==> config.mk <==
export PLATFORM = sky130hd
export DESIGN_NAME = wb_traffic_gen_flat
export DESIGN_NICKNAME = d
export VERILOG_FILES = /design/src/rtl/wb_traffic_gen_if.sv /design/src/rtl/wb_traffic_gen.sv /design/src/flat_wrapper.sv
export SDC_FILE = /design/constraint.sdc
export NUM_CORES = 1
export LEC_CHECK = 0
export CAP_MARGIN = 20
export CORE_MARGIN = 3
export CORE_UTILIZATION = 25
export DETAILED_ROUTE_END_ITERATION = 8
export SKIP_LAST_GASP = 1
export SLEW_MARGIN = 0
export SYNTH_ARGS = -nofsm -noshare
export SYNTH_HDL_FRONTEND = slang
export SYNTH_SLANG_ARGS = --single-unit
==> constraint.sdc <==
create_clock -name wb_clk_i -period 9.5 [get_ports wb_clk_i]
set_input_delay 1.425 -clock wb_clk_i [delete_from_list [all_inputs] [get_ports wb_clk_i]]
set_output_delay 1.425 -clock wb_clk_i [all_outputs]
set_load 0.005 [all_outputs]
==> src/rtl/wb_traffic_gen_if.sv <==
`default_nettype none
// ============================================================================
// Module      : wb_traffic_gen_if
// Description : Wishbone classic bus bundle between the traffic generator
//               (master) and the SDRAM controller slave port.
// Revision    : 1.0 - initial release
// ============================================================================
interface wb_traffic_gen_if #(
    parameter int DW = 32,
    parameter int AW = 32
);
    logic              wb_cyc_o;
    logic              wb_stb_o;
    logic              wb_we_o;
    logic [DW/8-1:0]   wb_sel_o;
    logic [AW-1:0]     wb_adr_o;
    logic [DW-1:0]     wb_dat_o;
    logic [DW-1:0]     wb_dat_i;
    logic              wb_ack_i;
    logic              wb_err_i;

    modport master (
        output wb_cyc_o, wb_stb_o, wb_we_o, wb_sel_o, wb_adr_o, wb_dat_o,
        input  wb_dat_i, wb_ack_i, wb_err_i
    );

    modport slave (
        input  wb_cyc_o, wb_stb_o, wb_we_o, wb_sel_o, wb_adr_o, wb_dat_o,
        output wb_dat_i, wb_ack_i, wb_err_i
    );
endinterface
`default_nettype wire

==> src/rtl/wb_traffic_gen.sv <==
`default_nettype none
// ============================================================================
// Module      : wb_traffic_gen
// Description : Wishbone classic initiator that writes seed+i to a contiguous
//               address range, reads it back, and reports error count and
//               first failing address. Optional strobe timeout is enabled by
//               defining WB_TGEN_ACK_TIMEOUT_EN.
// Revision    : 1.0 - initial release
// ============================================================================
module wb_traffic_gen #(
    parameter int DW  = 32,
    parameter int AW  = 32,
    parameter int NW  = 16
`ifdef WB_TGEN_ACK_TIMEOUT_EN
    ,
    parameter int TMO = 255
`endif
) (
    input  wire logic          wb_clk_i,
    input  wire logic          wb_rst_i,
    input  wire logic          init_done,
    input  wire logic          start,
    input  wire logic [AW-1:0] base_adr,
    input  wire logic [NW-1:0] num_words,
    input  wire logic [DW-1:0] seed,
    output logic               busy,
    output logic               done,
    output logic               pass,
    output logic [NW-1:0]      err_cnt,
    output logic [AW-1:0]      first_err_adr,
`ifdef WB_TGEN_ACK_TIMEOUT_EN
    output logic               timeout,
`endif
    wb_traffic_gen_if.master   wb
);

    localparam logic [AW-1:0] c_stride  = AW'(DW / 8);
    localparam logic [NW-1:0] c_err_max = '1;

    typedef enum logic [2:0] {
        S_IDLE = 3'd0,
        S_WR   = 3'd1,
        S_WGAP = 3'd2,
        S_RD   = 3'd3,
        S_RGAP = 3'd4,
        S_FIN  = 3'd5
    } state_t;

    state_t          r_state;
    logic            r_cyc, r_stb, r_we;
    logic [AW-1:0]   r_adr, r_base;
    logic [DW-1:0]   r_dat, r_seed;
    logic [NW-1:0]   r_num, r_idx;
    logic [NW-1:0]   r_err_cnt;
    logic [AW-1:0]   r_first_err_adr;
    logic            r_busy, r_done, r_pass;

    logic            w_term;
    logic            w_err_event;
    logic            w_timeout_hit;
    logic [NW-1:0]   w_idx_nxt;
    logic [NW-1:0]   w_err_cnt_inc;

`ifdef WB_TGEN_ACK_TIMEOUT_EN
    localparam int TW = $clog2(TMO + 1) + 1;
    logic [TW-1:0]   r_tmo_cnt;
    logic            r_timeout;

    // Strobe-age counter: zero whenever the bus is idle or terminating.
    always_ff @(posedge wb_clk_i or posedge wb_rst_i) begin
        if (wb_rst_i)
            r_tmo_cnt <= '0;
        else if (!r_cyc || w_term)
            r_tmo_cnt <= '0;
        else
            r_tmo_cnt <= r_tmo_cnt + 1'b1;
    end

    assign w_timeout_hit = r_cyc && !w_term && (r_tmo_cnt == TW'(TMO));
    assign timeout       = r_timeout;
`else
    assign w_timeout_hit = 1'b0;
`endif

    // Termination decode; err wins over a simultaneous ack.
    always_comb begin
        w_term        = r_cyc && (wb.wb_ack_i || wb.wb_err_i);
        w_err_event   = (r_cyc && wb.wb_err_i)
                      || (r_cyc && wb.wb_ack_i && !wb.wb_err_i && !r_we
                          && (wb.wb_dat_i != r_dat))
                      || w_timeout_hit;
        w_idx_nxt     = r_idx + 1'b1;
        w_err_cnt_inc = (r_err_cnt == c_err_max) ? r_err_cnt : r_err_cnt + 1'b1;
    end

    // Main sequencer: write pass, read-compare pass, then report.
    always_ff @(posedge wb_clk_i or posedge wb_rst_i) begin
        if (wb_rst_i) begin
            r_state         <= S_IDLE;
            r_cyc           <= 1'b0;
            r_stb           <= 1'b0;
            r_we            <= 1'b0;
            r_adr           <= '0;
            r_dat           <= '0;
            r_base          <= '0;
            r_seed          <= '0;
            r_num           <= '0;
            r_idx           <= '0;
            r_err_cnt       <= '0;
            r_first_err_adr <= '0;
            r_busy          <= 1'b0;
            r_done          <= 1'b0;
            r_pass          <= 1'b0;
`ifdef WB_TGEN_ACK_TIMEOUT_EN
            r_timeout       <= 1'b0;
`endif
        end else begin
            if (w_err_event) begin
                r_err_cnt <= w_err_cnt_inc;
                if (r_err_cnt == '0)
                    r_first_err_adr <= r_adr;
            end

            case (r_state)
                S_IDLE: begin
                    if (start && init_done) begin
                        r_base    <= base_adr;
                        r_num     <= num_words;
                        r_seed    <= seed;
                        r_adr     <= base_adr;
                        r_dat     <= seed;
                        r_idx     <= '0;
                        r_err_cnt <= '0;
                        r_done    <= 1'b0;
                        r_pass    <= 1'b0;
                        r_busy    <= 1'b1;
`ifdef WB_TGEN_ACK_TIMEOUT_EN
                        r_timeout <= 1'b0;
`endif
                        r_state   <= (num_words == '0) ? S_FIN : S_WR;
                    end
                end
                S_WR: begin
                    if (!r_cyc) begin
                        r_cyc <= 1'b1;
                        r_stb <= 1'b1;
                        r_we  <= 1'b1;
                    end else if (w_term) begin
                        r_cyc   <= 1'b0;
                        r_stb   <= 1'b0;
                        r_we    <= 1'b0;
                        r_state <= S_WGAP;
                    end else if (w_timeout_hit) begin
                        r_cyc   <= 1'b0;
                        r_stb   <= 1'b0;
                        r_we    <= 1'b0;
`ifdef WB_TGEN_ACK_TIMEOUT_EN
                        r_timeout <= 1'b1;
`endif
                        r_state <= S_FIN;
                    end
                end
                S_WGAP: begin
                    // Next strobe launches from the gap so a word costs 2 cycles.
                    r_cyc <= 1'b1;
                    r_stb <= 1'b1;
                    if (w_idx_nxt == r_num) begin
                        r_idx   <= '0;
                        r_adr   <= r_base;
                        r_dat   <= r_seed;
                        r_we    <= 1'b0;
                        r_state <= S_RD;
                    end else begin
                        r_idx   <= w_idx_nxt;
                        r_adr   <= r_adr + c_stride;
                        r_dat   <= r_dat + 1'b1;
                        r_we    <= 1'b1;
                        r_state <= S_WR;
                    end
                end
                S_RD: begin
                    if (w_term) begin
                        r_cyc   <= 1'b0;
                        r_stb   <= 1'b0;
                        r_state <= S_RGAP;
                    end else if (w_timeout_hit) begin
                        r_cyc   <= 1'b0;
                        r_stb   <= 1'b0;
`ifdef WB_TGEN_ACK_TIMEOUT_EN
                        r_timeout <= 1'b1;
`endif
                        r_state <= S_FIN;
                    end
                end
                S_RGAP: begin
                    if (w_idx_nxt == r_num) begin
                        r_state <= S_FIN;
                    end else begin
                        r_idx   <= w_idx_nxt;
                        r_adr   <= r_adr + c_stride;
                        r_dat   <= r_dat + 1'b1;
                        r_cyc   <= 1'b1;
                        r_stb   <= 1'b1;
                        r_state <= S_RD;
                    end
                end
                S_FIN: begin
                    r_busy  <= 1'b0;
                    r_done  <= 1'b1;
                    r_pass  <= (r_err_cnt == '0);
                    r_state <= S_IDLE;
                end
                default: r_state <= S_IDLE;
            endcase
        end
    end

    assign wb.wb_cyc_o   = r_cyc;
    assign wb.wb_stb_o   = r_stb;
    assign wb.wb_we_o    = r_we;
    assign wb.wb_sel_o   = '1;
    assign wb.wb_adr_o   = r_adr;
    assign wb.wb_dat_o   = r_dat;
    assign busy          = r_busy;
    assign done          = r_done;
    assign pass          = r_pass;
    assign err_cnt       = r_err_cnt;
    assign first_err_adr = r_first_err_adr;

endmodule
`default_nettype wire

==> src/flat_wrapper.sv <==
// flat-port wrapper written by rule: the top's interface ports become plain ports
module wb_traffic_gen_flat 
#(
    parameter int DW  = 32,
    parameter int AW  = 32,
    parameter int NW  = 16

)
  (wb_clk_i, wb_rst_i, init_done, start, base_adr, num_words, seed, busy, done, pass, err_cnt, first_err_adr, wb_wb_cyc_o, wb_wb_stb_o, wb_wb_we_o, wb_wb_sel_o, wb_wb_adr_o, wb_wb_dat_o, wb_wb_dat_i, wb_wb_ack_i, wb_wb_err_i);
  wb_traffic_gen_if #(.DW(DW), .AW(AW)) wb_i ();
  input  wire logic wb_clk_i;
  input  wire logic wb_rst_i;
  input  wire logic init_done;
  input  wire logic start;
  input  wire logic [AW-1:0] base_adr;
  input  wire logic [NW-1:0] num_words;
  input  wire logic [DW-1:0] seed;
  output logic busy;
  output logic done;
  output logic pass;
  output logic [NW-1:0] err_cnt;
  output logic [AW-1:0] first_err_adr;
  output wire logic [$bits(wb_i.wb_cyc_o)-1:0] wb_wb_cyc_o;
  output wire logic [$bits(wb_i.wb_stb_o)-1:0] wb_wb_stb_o;
  output wire logic [$bits(wb_i.wb_we_o)-1:0] wb_wb_we_o;
  output wire logic [$bits(wb_i.wb_sel_o)-1:0] wb_wb_sel_o;
  output wire logic [$bits(wb_i.wb_adr_o)-1:0] wb_wb_adr_o;
  output wire logic [$bits(wb_i.wb_dat_o)-1:0] wb_wb_dat_o;
  input wire logic [$bits(wb_i.wb_dat_i)-1:0] wb_wb_dat_i;
  input wire logic [$bits(wb_i.wb_ack_i)-1:0] wb_wb_ack_i;
  input wire logic [$bits(wb_i.wb_err_i)-1:0] wb_wb_err_i;
  assign wb_wb_cyc_o = wb_i.wb_cyc_o;
  assign wb_wb_stb_o = wb_i.wb_stb_o;
  assign wb_wb_we_o = wb_i.wb_we_o;
  assign wb_wb_sel_o = wb_i.wb_sel_o;
  assign wb_wb_adr_o = wb_i.wb_adr_o;
  assign wb_wb_dat_o = wb_i.wb_dat_o;
  assign wb_i.wb_dat_i = wb_wb_dat_i;
  assign wb_i.wb_ack_i = wb_wb_ack_i;
  assign wb_i.wb_err_i = wb_wb_err_i;
  wb_traffic_gen #(.DW(DW), .AW(AW), .NW(NW)) u_core (.wb_clk_i(wb_clk_i), .wb_rst_i(wb_rst_i), .init_done(init_done), .start(start), .base_adr(base_adr), .num_words(num_words), .seed(seed), .busy(busy), .done(done), .pass(pass), .err_cnt(err_cnt), .first_err_adr(first_err_adr), .wb(wb_i));
endmodule
* Yosys cells after proc, flatten, opt, wreduce, memory -nomap -nowiden
Index checks and enable logic that the tools add are counted.
Cells by class: multiplexer cells 40, equality and inequality tests 14, $add $sub $neg 4, reductions and logical operators 26
Operator list (count):
- two-way mux 32 bit | 6
- case mux 32 bit (3 select lines) | 2
- two-way mux 16 bit | 7
- case mux 16 bit (3 select lines) | 1
- adder 16 x 1 -> 16 bit (second input constant) | 2
- adder 32 x 1 -> 32 bit (second input constant) | 1
- adder 32 x 3 -> 32 bit (second input constant) | 1
- logical NOT 16 bit | 2
- inequality test 32 bit | 1
- two-way mux 3 bit | 6
- equality test 16 bit | 1
- equality test 16 bit (second input constant) | 1
- case mux 3 bit (5 select lines) | 1
- two-way mux 1 bit | 10
- AND reduction 2 bit | 5
- inequality test 2 x 1 -> 1 bit (second input constant) | 4
- case mux 1 bit (2 select lines) | 4
- case mux 1 bit (4 select lines) | 2
- logical AND 1 bit | 7
- equality test 3 x 2 -> 1 bit (second input constant) | 2
- equality test 3 bit (second input constant) | 2
- AND reduction 3 bit | 2
- AND reduction 4 bit | 1
- nonzero test 2 bit | 2
- 9 further kinds | 11
Storage, ports and cells: input bits 118, word-level logic and storage cells 99, output and inout bits 122, register bits after elaboration 217

* Depth between registers and ports, before layout
Gate-level depths: netlist of the first run.
depth in word-level cells 8, gate-level depth with buffers 11, mapped depth without buffers 8

* Least setup slack after synthesis of the first run
Ideal clock, no wire load.
kind input port to flip-flop, from in wb_wb_dat_i[7], to reg u_core.r_first_err_adr[10], in the netlist u_core.first_err_adr[10], buffers on the path 2, arrival time 3.276 ns, setup slack 6.099 ns, required time 9.375 ns, stages on the path 9, setup time 0.125 ns, path through xnor2_1 > nand4_1 > nor4_1 > a21oi_1 > o21ai_1 > or2_2 > clkbuf_1 > buf_1 > mux2_2
On the way: cells in the longest elaborated chain, start to end 4
RTL lines:
- start, declared | RTL line flat_wrapper.sv:29 | input wire logic [$bits(wb_i.wb_dat_i)-1:0] wb_wb_dat_i;
- inequality test 32 bit | RTL line wb_traffic_gen.sv:90 | && (wb.wb_dat_i != r_dat))
- logical AND 1 bit | RTL line wb_traffic_gen.sv:90
- logical OR 1 bit | RTL line wb_traffic_gen.sv:89 | || (r_cyc && wb.wb_ack_i && !wb.wb_err_i && !r_we
- AND reduction 2 bit (no line)
- end signal, assigned | RTL line wb_traffic_gen.sv:121 | r_first_err_adr <= r_adr;
- end, declared | RTL line wb_traffic_gen.sv:55 | logic [AW-1:0] r_first_err_adr;
No other way between the ends. A chain may end at the register's enable or synchronous reset.

* Worst setup path in the final report of the first run
from in wb_wb_dat_i[4], to reg u_core.r_first_err_adr[24], in the netlist u_core.first_err_adr[24]
The elaborated chain is that of the path after synthesis.

==> results of run 1 <==
routing by layer:
| layer | track usage, % | share of wire, % | routed length [um] | up-vias |
|---|---|---|---|---|
| met1 | 20.5 | 44 | 17300 | 5314 |
| met2 | 25.9 | 48 | 18900 | 314 |
| met4 | 3.90 | 2.5 | 998 | 2 |
| li1 | - | - | - | 5056 |
| met3 | 2.46 | 5.2 | 2060 | 67 |
| met5 | 0 | 0.033 | 13 | - |
registers in the layout (all words and copies together), names as in the netlist:
register and cells:
u_core.wb.wb_adr_o 32, u_core.first_err_adr 32, u_core.r_base 32, u_core.r_num 16, u_core.pass 1, u_core.r_state 3, u_core.r_seed 32, u_core.wb.wb_stb_o 1
u_core.wb.wb_we_o 1, u_core.busy 1, u_core.wb.wb_dat_o 32, u_core.wb.wb_cyc_o 1, u_core.r_idx 16, u_core.done 1, u_core.err_cnt 16
area by class of cell:
class	count	area, um^2
clock buffer	46	880
multi-input combinational	990	5900
fill	4716	30400
tap	600	751
clock inverter	5	55.1
sequential	217	5430
inverter	24	97.6
timing repair buffer	249	2470
critical path, stage by stage:
cell and delay (ns):
clkdlybuf4s50_1 0.48, xnor2_1 0.13, nand4_1 0.17, nor4_1 0.86, a21oi_1 0.27, o21ai_1 0.38
or2_2 0.66, mux2_2 0.42
cells in the mapped netlist, types with 5 or more instances:
master,number
mux2_2,27
buf_2,15
nand3_1,45
and2_1,7
o21bai_1,6
o31ai_1,56
ha_1,5
a31oi_1,22
nor2_1,88
and3_1,18
nand2b_1,5
a21oi_1,21
nand4_1,25
o22ai_1,9
dfrtp_1,217
or3_1,12
and4_1,10
xor2_1,26
a221oi_1,63
xnor2_1,87
nor3_1,9
nand3b_1,5
inv_1,23
nand2_1,331
clkbuf_1,74
o21ai_0,30
nor4_1,15
through the flow:
step / instances / worst slack, ns
4_1_cts: 2130 / 4.92
6_report: 2131 / 5.09
2_1_floorplan: 1327 / 2.14
3_5_place_dp: 2079 / 4.34
3_3_place_gp: 2078 / 4.30
5_1_grt: 2131 / 4.80
logic make-up (layout without fill, tap and decap cells):
| group | after synthesis | in the layout |
|---|---|---|
| fa+ha+maj | 5 | 5 |
| xor+xnor | 113 | 113 |
| flops | 217 | 217 |
| buf+inv | 120 | 324 |
| compound gates | 243 | 243 |
| other cells | 1 | 4 |
| mux | 32 | 32 |
| simple gates | 593 | 593 |
power by group through the flow:
stage	Clock [mW]	Sequential, mW	Combinational (mW)
after detailed placement	0	1.84	1.88
after CTS	1.10	1.83	1.89
final	1.07	1.82	1.87
after global placement	0	1.82	1.83
after global routing	1.13	1.90	2.07
after floorplan	0	1.66	1.15
cells in the final DEF, fill, tap and decap left out, types with 7 or more instances in the layout:
master	count
o31ai_1	56
nand3_1	45
and2_1	7
a21oi_1	20
clkdlybuf4s50_1	235
inv_1	22
o22ai_1	9
xnor2_1	87
o21ai_0	30
nand4_1	25
and3_1	18
a221oi_1	63
clkbuf_1	8
clkbuf_16	29
clkbuf_8	9
mux2_2	27
dfrtp_1	217
nor3_1	9
buf_4	12
xor2_1	26
nor4_1	14
and4_1	10
a31oi_1	22
nand2_1	330
nor2_1	88
or3_1	12
final timing paths:
check,startpoint,end,slack (ns),cells after the start
setup / recovery,wb_wb_dat_i[4],u_core.first_err_adr[24],5.09,8
min in group asynchronous,wb_rst_i,u_core.first_err_adr[16],1.42,2
hold reg to reg,u_core.r_seed[0],u_core.r_seed[0],0.47,2
hold / removal,u_core.r_seed[0],u_core.r_seed[0],0.47,2
setup reg to reg,u_core.r_idx[0],u_core.r_idx[3],5.10,10
max in group asynchronous,wb_rst_i,u_core.r_num[8],6.73,3
==> qor.csv, run 1 <==
metric,value,unit
run status,completed,
postcts setup bufs,0,
diode count,0,
clock latency on the worst-skew pair,0.55,ns
Seq pwr share,38.3,%
Post-Synth Simple-Gate Area,22.6,%
number of global-route vias before repair,10809,
largest family of logic cells by synthesized area,simple AND/OR/NAND/NOR gates,
WS Path Type,primary input to register,
vias,10753,
Synth Area in Compound Gates,15.2,%
synthesized flop and latch total,217,
TritonCTS clock tree,done,
Post-Syn Instances,1324,
final setup vio count,0,
WP data required,9.93,ns
fin util,33.9,%
P_int,2.95,mW
syn_area_per_cell,8.90,um^2
GRT Residual Overflow,0,
first-pass GRT wire length,62500,um
leak pwr,6.53,nW
clk_skew,0.0119,ns
Mapped Area,11800,um^2
Via density,5.05,
Yosys top cell area share,46.1,%
number of synthesized flops with an enable pin,0,
Switching Share,38.0,%
post-route cell area,15600,um^2
Area growth syn-to-layout,32.3,%
post-synthesis sequential area ratio,46.1,%
number of port buffers,235,
WL final,39300,um
Main synth FF type,dfrtp_1,
initial antenna violation count,1,
drt wl/cell,18.4,um
YS warnings,0,
Synth async-reset ratio,100,%
Cell Pwr Density,305,nW/um^2
GRT Total Usage,15.3,%
Hold WS,0.467,ns
Critical Path Fanout Max,32,
Initial Util,25.6,%
clock tree buffer depth,3,
Final TNS setup,0,ns
max_cap viols,0,
Rel. slew slack,30.4,%
GPL Wtd Cong,0.803,
clock group share of total power,22.5,%
"Slew Viols, Final",0,
Hold Crit Class,register to register,
Post-Synth Adder-Cell Area,0.531,%
post-layout net count,1633,
die footprint,49800,um^2
cts hold-fix bufs,0,
post-synthesis xor/xnor area fraction,8.40,%
crit start category,primary input,
slew of the pin with the lowest slew margin,1.03,ns
hpwl dp,25600,um
Tmin final,4.41,ns
RSZ-0062 raised after global routing,false,
die width,223,um
Netlist cell types,64,
CTS buffer count,28,
share of cells above drive strength 1,6.53,%
Sw Pwr,1.81,mW
Root Buffer,clkbuf_16,
Final Hold Viols,0,
Tcrit/Tclk final,46.5,%
TritonRoute pass-1 iters,7,
DR iter-0 viols,831,
clock-pin slew on the worst setup and hold paths,0.06,ns
"Power, Total",4.76,mW
I/O pin total,240,
mux share of post-synthesis cell area,3.02,%
Die Y,223,um
placed inst area,14600,um^2
cell taking the most area after synthesis,dfrtp_1,
"antenna viol nets, final",0,
Worst EP arrival,4.84,ns
# DRC,0,
Sink Count,217,
Site Rows,78,
CTS H-tree depth,1,
largest net degree at the start of global routing,103,
Gate power share,39.2,%
worst vdd ir,145,uV
post_cts resized,0,
CP Capture Type,register,
Achievable Freq,0.227,GHz
largest cells by area after synthesis,"dfrtp_1 46%, nand2_1 11%, xnor2_1 6.5%, a221oi_1 4.7%, o31ai_1 3.6%",
core area,46000,um^2
No activity file was read; power rests on OpenSTA's default activity.
==> inputs of run 2 (changes only) <==
Clock period 9.5 ns to 4.4 ns, I/O delays scaled along.
==> qor.csv, run 2 (synthesis results as in run 1) <==
metric,value,unit,change
number of port buffers,235,,unchanged
post-layout net count,1644,,+0.67%
Via density,5.05,,about the same
postcts setup bufs,0,,unchanged
"Slew Viols, Final",0,,unchanged
TritonCTS clock tree,done,,
DR iter-0 viols,727,,-13%
clock tree buffer depth,3,,unchanged
GRT Total Usage,15.4,%,+0.058 points
Area growth syn-to-layout,34.2,%,
largest net degree at the start of global routing,82,,-20%
worst vdd ir,331,uV,+130%
Achievable Freq,0.294,GHz,
R2R depth,9,,-1
CTS H-tree depth,1,,unchanged
clock latency on the worst-skew pair,0.55,ns,about the same
GPL Wtd Cong,0.832,,+3.6%
Initial Util,25.6,%,unchanged
RSZ-0062 raised after global routing,false,,
first-pass GRT wire length,62900,um,+0.72%
WP data required,4.84,ns,-5.09 ns
initial antenna violation count,1,,unchanged
WL final,39700,um,+1.1%
# DRC,0,,unchanged
cts hold-fix bufs,0,,unchanged
I/O pin total,240,,unchanged
"antenna viol nets, final",0,,unchanged
number of global-route vias before repair,10878,,+0.64%
"Power, Total",10.6,mW,+120%
Root Buffer,clkbuf_16,,
Cells on Worst Hold Path,2,,unchanged
non-filler cells in the finished layout,2143,,+0.56%
share of cells above drive strength 1,7.72,%,+1.2 points
"commonest non-fill, non-tap cell in the layout",nand2_1,,
vias,10820,,+0.62%
Site Rows,78,,unchanged
hpwl dp,26500,um,+3.3%
filler instances,4664,,-1.1%
Tmin final,3.41,ns,
drt wl/cell,18.5,um,+0.52%
Cell Pwr Density,669,nW/um^2,+120%
Final TNS setup,0,ns,unchanged
Final Hold Viols,0,,unchanged
final setup vio count,0,,unchanged
post_cts resized,0,,unchanged
TritonRoute pass-1 iters,5,,-2
core area,46000,um^2,unchanged
CTS buffer count,28,,unchanged
Sink Count,217,,unchanged
slew of the pin with the lowest slew margin,1.10,ns,+0.0641 ns
WS Path Type,register to register,,
Tcrit/Tclk final,77.4,%,
crit start category,register,,
placed cell count,2091,,+0.58%
clock-pin slew on the worst setup and hold paths,0.06,ns,about the same
die width,223,um,unchanged
clk_skew,0.00953,ns,-0.00236 ns
Die Y,223,um,unchanged
Hold Crit Class,register to register,,
most frequent cells in the layout,"330 x nand2_1, 235 x clkdlybuf4s50_1, 217 x dfrtp_1",,
die footprint,49800,um^2,unchanged
"reg-to-reg slack, setup",0.99,ns,-4.11 ns
Critical Path Fanout Max,45,,+41%
GRT Residual Overflow,0,,unchanged
Worst EP arrival,3.85,ns,-0.99 ns
Rel. slew slack,26.8,%,-3.6 points
run status,completed,,
CP Capture Type,register,,
leak pwr,6.65,nW,+1.8%
max_cap viols,0,,unchanged
-- run 2: cell count changes in the layout (fill, tap and decap cells not counted), sizes merged --
| cell | previous run | this run |
|---|---|---|
| clkinv | 2 | 8 |
| bufinv | 1 | 5 |
| diode | 0 | 1 |
| clkbuf | 46 | 36 |
| clkinvlp | 2 | 3 |
| buf | 14 | 25 |
| inv | 24 | 23 |
-- run 2: final timing paths --
| path | start | end |
|---|---|---|
| worst max-delay path | u_core.r_idx[5] | u_core.wb.wb_dat_o[14] |
| worst min-delay path | u_core.r_base[27] | u_core.r_base[27] |
| worst max register to register | u_core.r_idx[5] | u_core.wb.wb_dat_o[14] |
| worst min register to register | u_core.r_base[27] | u_core.r_base[27] |
| max in group asynchronous | wb_rst_i | u_core.r_base[24] |
| min in group asynchronous | wb_rst_i | u_core.first_err_adr[15] |
-- run 2: metrics by stage --
step | util, % | setup slack, ns | hold WS, ns | instance area, um^2
3_5_place_dp | 32.1 | 0.760 | 0.455 | 14800
3_3_place_gp | 32.1 | 0.837 | 0.449 | 14800
5_1_grt | 34.4 | 0.806 | 0.485 | 15800
2_1_floorplan | - | 0.914 | 0.439 | 11800
6_report | 34.4 | 0.994 | 0.470 | 15800
4_1_cts | 34.4 | 0.977 | 0.470 | 15800
-- run 2: cell type report --
cell class | count | area, um^2 | area share (%)
antenna | 1 | 2.50 | 0.0158
clock buffer | 36 | 822 | 5.20
clock inverter | 15 | 209 | 1.32
inverter | 24 | 93.8 | 0.593
multi-input combinational | 990 | 5900 | 37.3
sequential | 217 | 5430 | 34.3
tap | 600 | 751 | 4.75
timing repair buffer | 260 | 2600 | 16.5
-- run 2: worst max-delay path: stages, from the launching register on --
cell and delay [ns]:
dfrtp_1 0.44, xor2_1 0.25, mux2_1 0.35, o32a_1 0.31, or4_1 0.56, o41ai_4 0.55, buf_12 0.30, buf_4 0.35
nand2_1 0.10, o31ai_1 0.08
-- run 2: power by group --
part           internal, mW  total [mW]  switching, mW
clock                  1.60        2.53          0.931
sequential             2.86        3.94           1.08
combinational          2.13        4.11           1.98
total                  6.59        10.6           3.99
-- run 2: metal layers --
metal | up-vias | GRT usage, % | routed length, um | share of wire [%]
met3 | 52 | 2.57 | 2080 | 5.2
met1 | 5366 | 21.2 | 17900 | 45
met4 | 0 | 4.14 | 940 | 2.4
met5 | - | 0 | 0 | 0
met2 | 337 | 25.0 | 18800 | 47
li1 | 5065 | - | - | -
